**config.mk**
```make
export PLATFORM = sky130hd
export DESIGN_NAME = num_display
export DESIGN_NICKNAME = d
export VERILOG_FILES = /design/src/rtl/display_pkg.sv /design/src/rtl/hex7seg.sv /design/src/rtl/num_display.sv
export SDC_FILE = /design/constraint.sdc
export NUM_CORES = 1
export LEC_CHECK = 0
export ABC_AREA = 1
export CORE_MARGIN = 3
export CORE_UTILIZATION = 52
export DETAILED_ROUTE_END_ITERATION = 12
export GPL_TIMING_DRIVEN = 0
export PLACE_DENSITY = 0.89
export SKIP_LAST_GASP = 1
export SYNTH_ARGS = -nofsm -noshare
export SYNTH_HDL_FRONTEND = slang
export SYNTH_SLANG_ARGS = --single-unit
```
**constraint.sdc**
```tcl
create_clock -name clk -period 3.3 [get_ports clk]
set_input_delay 0.495 -clock clk [delete_from_list [all_inputs] [get_ports clk]]
set_output_delay 0.495 -clock clk [all_outputs]
set_load 0.02 [all_outputs]
```
**src/rtl/display_pkg.sv**
```systemverilog
// Shared constants for the seven-segment display driver: digit count,
// blank pattern and the active-low hex-to-segment table ({dp,g,f,e,d,c,b,a}).
package display_pkg;

    localparam int DIGITS  = 8;
    localparam int DIGIT_W = $clog2(DIGITS);

    localparam logic [7:0] SEG_BLANK = 8'hFF;

    // Index is the nibble value; dp (bit 7) is always off.
    localparam logic [7:0] HEX_SEG [16] = '{
        8'hC0, 8'hF9, 8'hA4, 8'hB0, 8'h99, 8'h92, 8'h82, 8'hF8,
        8'h80, 8'h90, 8'h88, 8'h83, 8'hC6, 8'hA1, 8'h86, 8'h8E
    };

endpackage

```
**src/rtl/hex7seg.sv**
```systemverilog
// Combinational nibble to active-low seven-segment pattern decoder.
module hex7seg
    import display_pkg::*;
(
    input  logic [3:0] nibble,
    output logic [7:0] seg
);

    assign seg = HEX_SEG[nibble];

endmodule

```
**src/rtl/num_display.sv**
```systemverilog
// Time-multiplexed driver for an eight-digit seven-segment display showing
// a 32-bit word as hex; digit select and segment pattern change together.
module num_display
    import display_pkg::*;
#(
    parameter int TICKS_PER_DIGIT = 100000
) (
    input  logic                 clk,
    input  logic                 rst,
    input  logic [1:32]          data,
    output logic [DIGIT_W-1:0]   which,
    output logic [7:0]           seg
);

    localparam int CNT_W = $clog2(TICKS_PER_DIGIT);
    localparam logic [CNT_W-1:0] CNT_LAST = CNT_W'(TICKS_PER_DIGIT - 1);

    logic [CNT_W-1:0]   cnt;
    logic [CNT_W-1:0]   cnt_next;
    logic [DIGIT_W-1:0] which_next;
    logic [31:0]        word;
    logic [3:0]         nibble;
    logic [7:0]         seg_next;

    // data[1] is the MSB, so a packed copy puts it at word[31].
    assign word = data;

    // NOTE: every output of a combinational block gets a default first, so no path leaves a latch.
    always_comb begin
        cnt_next   = cnt + CNT_W'(1);
        which_next = which;
        if (cnt == CNT_LAST) begin
            cnt_next   = '0;
            which_next = which + DIGIT_W'(1);
        end
        // Decode from the digit being selected on this edge, not the old one,
        // so seg and which never disagree for a cycle.
        nibble = word[{which_next, 2'b00} +: 4];
    end

    hex7seg u_hex7seg (
        .nibble (nibble),
        .seg    (seg_next)
    );

    // NOTE: state registers use non-blocking assignments so every flop samples pre-edge values.
    always_ff @(posedge clk) begin
        if (rst) begin
            cnt   <= '0;
            which <= '0;
            seg   <= SEG_BLANK;
        end else begin
            cnt   <= cnt_next;
            which <= which_next;
            seg   <= seg_next;
        end
    end

endmodule

```
* Word level (Yosys, flattened, before mapping)
Memory sizes are Yosys's and may differ from the RTL's. A register that Yosys moved wholly into a read port is not among the register bits.
Cells that the tools add are included.
** Storage, ports and cells
- Register bits :: 20
- Memory bits (read-only) :: 128
- Input port bits :: 34
- Word-level logic and storage cells :: 10
- Memories :: 1
** Memory list
- (name not given) :: words 16, width 8, read ports 1, clocked after Yosys merged registers in 1, write ports 0, line hex7seg.sv:9 : assign seg = HEX_SEG[nibble];
** Operators by class
- Add/subtract/negate cells :: 2
- Equality and inequality tests :: 1
- Shift operators :: 1
- Muxes and demuxes :: 1
- Bitwise logic cells :: 1
- Reduce and logical (&&, ||, !) cells :: 1
** Operators with widths (number)
- 32-bit by 6-bit indexed part select with 4-bit output :: 1
- 17-bit by 1-bit adder with 17-bit output, second input constant :: 1
- 17-bit == test, second input constant :: 1
- 4-bit inverter with 5-bit output :: 1
- 3-bit by 1-bit adder with 3-bit output, second input constant :: 1
- 3-bit 2-to-1 mux :: 1
- 2-bit OR reduction :: 1

* Longest topological paths before layout
- Depth in word-level cells :: 4
- Mapped depth :: 18

* Modules after synthesis
Synthesis repeated with hierarchy kept, for this count alone.
** Second synthesis, totals
- Cell total of the unflattened synthesis :: 294
- Area, all modules :: 1881.8 µm²
** By module, submodules not included
- num_display :: instances 1, cells an instance 243, area an instance 1601.5 µm², seq. area each 560.5 µm²
- hex7seg :: instances 1, cells an instance 51, area an instance 280.3 µm², seq. area each 0.0 µm²

* Worst setup path after synthesis
Ideal clock, no wire load.
- Path kind :: flip-flop to flip-flop
- From :: register cnt[0]
- To :: register seg[5]
- Setup time :: 0.124 ns
- Arrival time :: 2.142 ns
- Data required time :: 3.176 ns
- Slack :: 1.033 ns
- Cell stages (with the launch flop) :: 17
- Cells stage by stage :: dfxtp_1 ha_1 nand3_2 nor2_4 nand4_2 nand2_4 buf_8 nand2_1 nand3_1 nand3_1 nand2_2 inv_1 ha_1 nand3_1 nand2_1 nand2_1 nand3_1
** Between the ends
- Word-level cells in the longest chain between the ends :: 4
** Ends and longest elaborated chain
- from (decl) :: line num_display.sv:18 : logic [CNT_W-1:0] cnt;
- from (signal assigned) :: line num_display.sv:53 : cnt <= cnt_next;
- 17-bit == test :: line num_display.sv:32 : if (cnt == CNT_LAST) begin
- 3-bit 2-to-1 mux :: line num_display.sv:32
- 32-bit by 6-bit indexed part select with 4-bit output :: line num_display.sv:38 : nibble = word[{which_next, 2'b00} +: 4];
- 4-bit inverter with 5-bit output (not written as such) :: line hex7seg.sv:9
- to (decl) :: line num_display.sv:12 : output logic [7:0] seg
No other way between the ends.
A chain may end at the register's enable or synchronous reset.

* Final worst setup path
- From :: register cnt[0]
- To :: register seg[3]
The elaborated chain is that of the path after synthesis.

==> flow_summary.yaml <==
synthesis:
  synth_nets: 338
  ys_types: 32
  yosysWarningCount: 0
  synthCells: 296
  async_flop_share_pct: 0
  synth_seq_area_share_pct: 28.03
  synth_area_per_cell_um2: 6.514
  synth-seq-cells: 27
  syn_area_mm2: 0.001928
  synth_edf_count: 0
  ys.flop_type: "dfxtp_1"
worst_setup_path:
  crit_arrival_ps: 2760
  endpoint_kind: "flip-flop"
  worstSetupPathType: "reg -> reg"
  crit_required_ps: 3460
  crit_path_start_kind: "flip-flop"
  rrSetupSlack_ps: 700
  path_max_fanout: 10
timing:
  rsz0062_at_grt: "false"
  slew_headroom_pct: 64.44
  slew_viol_final: 0
  setup_viol: 0
  period_share_pct: 78.70
  hold_viol: 0
  finalSetupTns_ps: 0
  max_freq_mhz: 385.0
  worst_pin_slew_ps: 529.6
  fin_skew_ps: 3.979
  period_needed_ps: 2597
pwr:
  p_per_area_mw_per_mm2: 266.0
  totalPowerFinal_mw: 0.6545
  ir_drop_mv: 0.1474
  p_leak_nw: 1.124
grt:
  grt_pass1_vias: 1791
  grt_antenna_before_repair: 0
  grt_max_degree: 15
  grtUsageTotal_pct: 21.28
  grt.overflow.total: 0
  grt_pass1_wl_um: 7500
floorplanning:
  start_util_pct: 56.02
  core_mm2: 0.003442
  io_pins: 45
  die_x_um: 66.89
  fp.dieH_um: 66.89
  die_area_mm2: 0.004474
  num_rows: 21
clock_tree:
  numCtsBuffers: 3
  post-cts-setup-buffer-count: 0
  max-clock-path-buffers: 2
  cts_hold_buf: 0
  htreeDepth: 1
  cts-resized-gates: 0
  cts_tree: "yes"
  clk_pin_slew_ps: 90
  worstSkewPairLatency_ps: 270
  clock-sinks: 27
  root_buffer: "clkbuf_8"
layout:
  antenna_cells: 0
  final_nets: 386
  area_delta_synth_final_pct: 27.64
  layout-drive-gt1-share_pct: 9.913
placed_design:
  gp_congestion: 0.8399
  place_hpwl_um: 3362
  io_buffers: 43
routing:
  num_vias: 1956
  wl_met2_um: 1928
  postRouteAntennaNets: 0
  routed.top_layer: "met4"
  wl_per_cell_um: 10.88
  first_pass_iters: 4
  met3_length_um: 247
  detail_route.iter0.violations: 166
  drt-met1-wl_um: 1966
  routed_via_density: 5.028
  drc: 0
  routed_wl_um: 4233
min_path:
  hold_class: "reg -> reg"
job:
  drv_cap: 0
outcome:
  status: "complete, no violations"
## registers in the layout, indices dropped and copies added (netlist names)
signal,count
cnt,17
seg,7
which,3
## per-layer routing
layer | global-route usage, % | vias up
met2 | 34.53 | 73
met5 | 0 | -
met4 | 9.367 | 0
met3 | 3.541 | 11
li1 | - | 1020
met1 | 27.41 | 852
## power breakdown
group | total, mW | switching (mW) | internal, mW
Clock | 0.187 | 0.100 | 0.0865
Combinational | 0.128 | 0.0591 | 0.0692
Sequential | 0.339 | 0.00376 | 0.336
Total | 0.655 | 0.163 | 0.491
## placed cells by master (no fill, tap or decap), drive strengths merged
cell type,count
o21a,2
nand3,54
dfxtp,27
a21oi,10
clkdlybuf4s50,43
and3,1
nor2,32
nor3,3
nand4,5
nand2,78
ha,8
o21ai,3
xnor2,2
conb,1
inv,57
nor3b,1
a211oi,1
buf,3
nand3b,4
clkbuf,5
xor2,2
or2,1
## cell families after synthesis
group / after synthesis / share of synthesized area, %
simple gates: 179 / 46.85
buf+inv: 61 / 12.98
flops: 27 / 28.03
compound gates: 16 / 4.542
fa+ha+maj: 8 / 5.192
xor+xnor: 4 / 2.207
other cells: 1 / 0.1945
## through the flow
step / utilization [%] / std cells / setup slack (ps) / cell area [µm²] / hold WS [ps]
global placement: 70.19 / 385 / 775.8 / 2416 / 431.0
detailed placement: 70.19 / 385 / 736.1 / 2416 / 440.4
global route: 71.50 / 389 / 347.4 / 2461 / 495.4
CTS: 71.50 / 389 / 704.9 / 2461 / 460.8
floorplan: - / 296 / 1033 / 1928 / 417.6
finish: 71.50 / 389 / 702.9 / 2461 / 456.9
## cells in the mapped netlist (all sizes together), types with 2 or more instances
cell type / n / area, µm²
dfxtp: 27 / 540.5
nand3b: 4 / 30.03
ha: 8 / 100.1
o21a: 2 / 15.01
xnor2: 2 / 17.52
nand4: 5 / 37.53
nand3: 54 / 315.3
inv: 57 / 216.5
nor3: 3 / 15.01
nor2: 32 / 152.6
a21oi: 10 / 50.05
o21ai: 3 / 15.01
buf: 3 / 30.02
xor2: 2 / 25.03
nand2: 78 / 332.8
## worst max-delay path, stage by stage (launching register included)
cell     delay (ps)
dfxtp_1         360
ha_1            210
nand3_2         160
nor2_4          180
nand4_2         240
nand2_4         190
buf_8           140
nand2_1          50
nand3_1          70
nand3_1         100
nand2_2         150
inv_1            90
ha_1            230
inv_1            80
nand2_1          70
nand3_1          80
nand3_1          70
## final timing paths
kind                                         from           endpoint  depth (start not counted)
worst min-delay path            cnt[0]$_SDFF_PP0_  cnt[0]$_SDFF_PP0_                          1
worst max-delay path            cnt[0]$_SDFF_PP0_  seg[3]$_SDFF_PP1_                         16
worst min register to register  cnt[0]$_SDFF_PP0_  cnt[0]$_SDFF_PP0_                          1
worst max register to register  cnt[0]$_SDFF_PP0_  seg[3]$_SDFF_PP1_                         16
## layout make-up
| cell class | count | area (µm²) |
|---|---|---|
| plain buffers | 4 | 33.78 |
| clock buffers | 4 | 45.04 |
| fillers | 291 | 980.9 |
| inverters | 57 | 216.5 |
| multi-input cells | 208 | 1137 |
| flip-flops and latches | 27 | 540.5 |
| well taps | 46 | 57.56 |
| repair buffers | 43 | 430.4 |
Note: power is estimated with default switching activity, not from simulation.
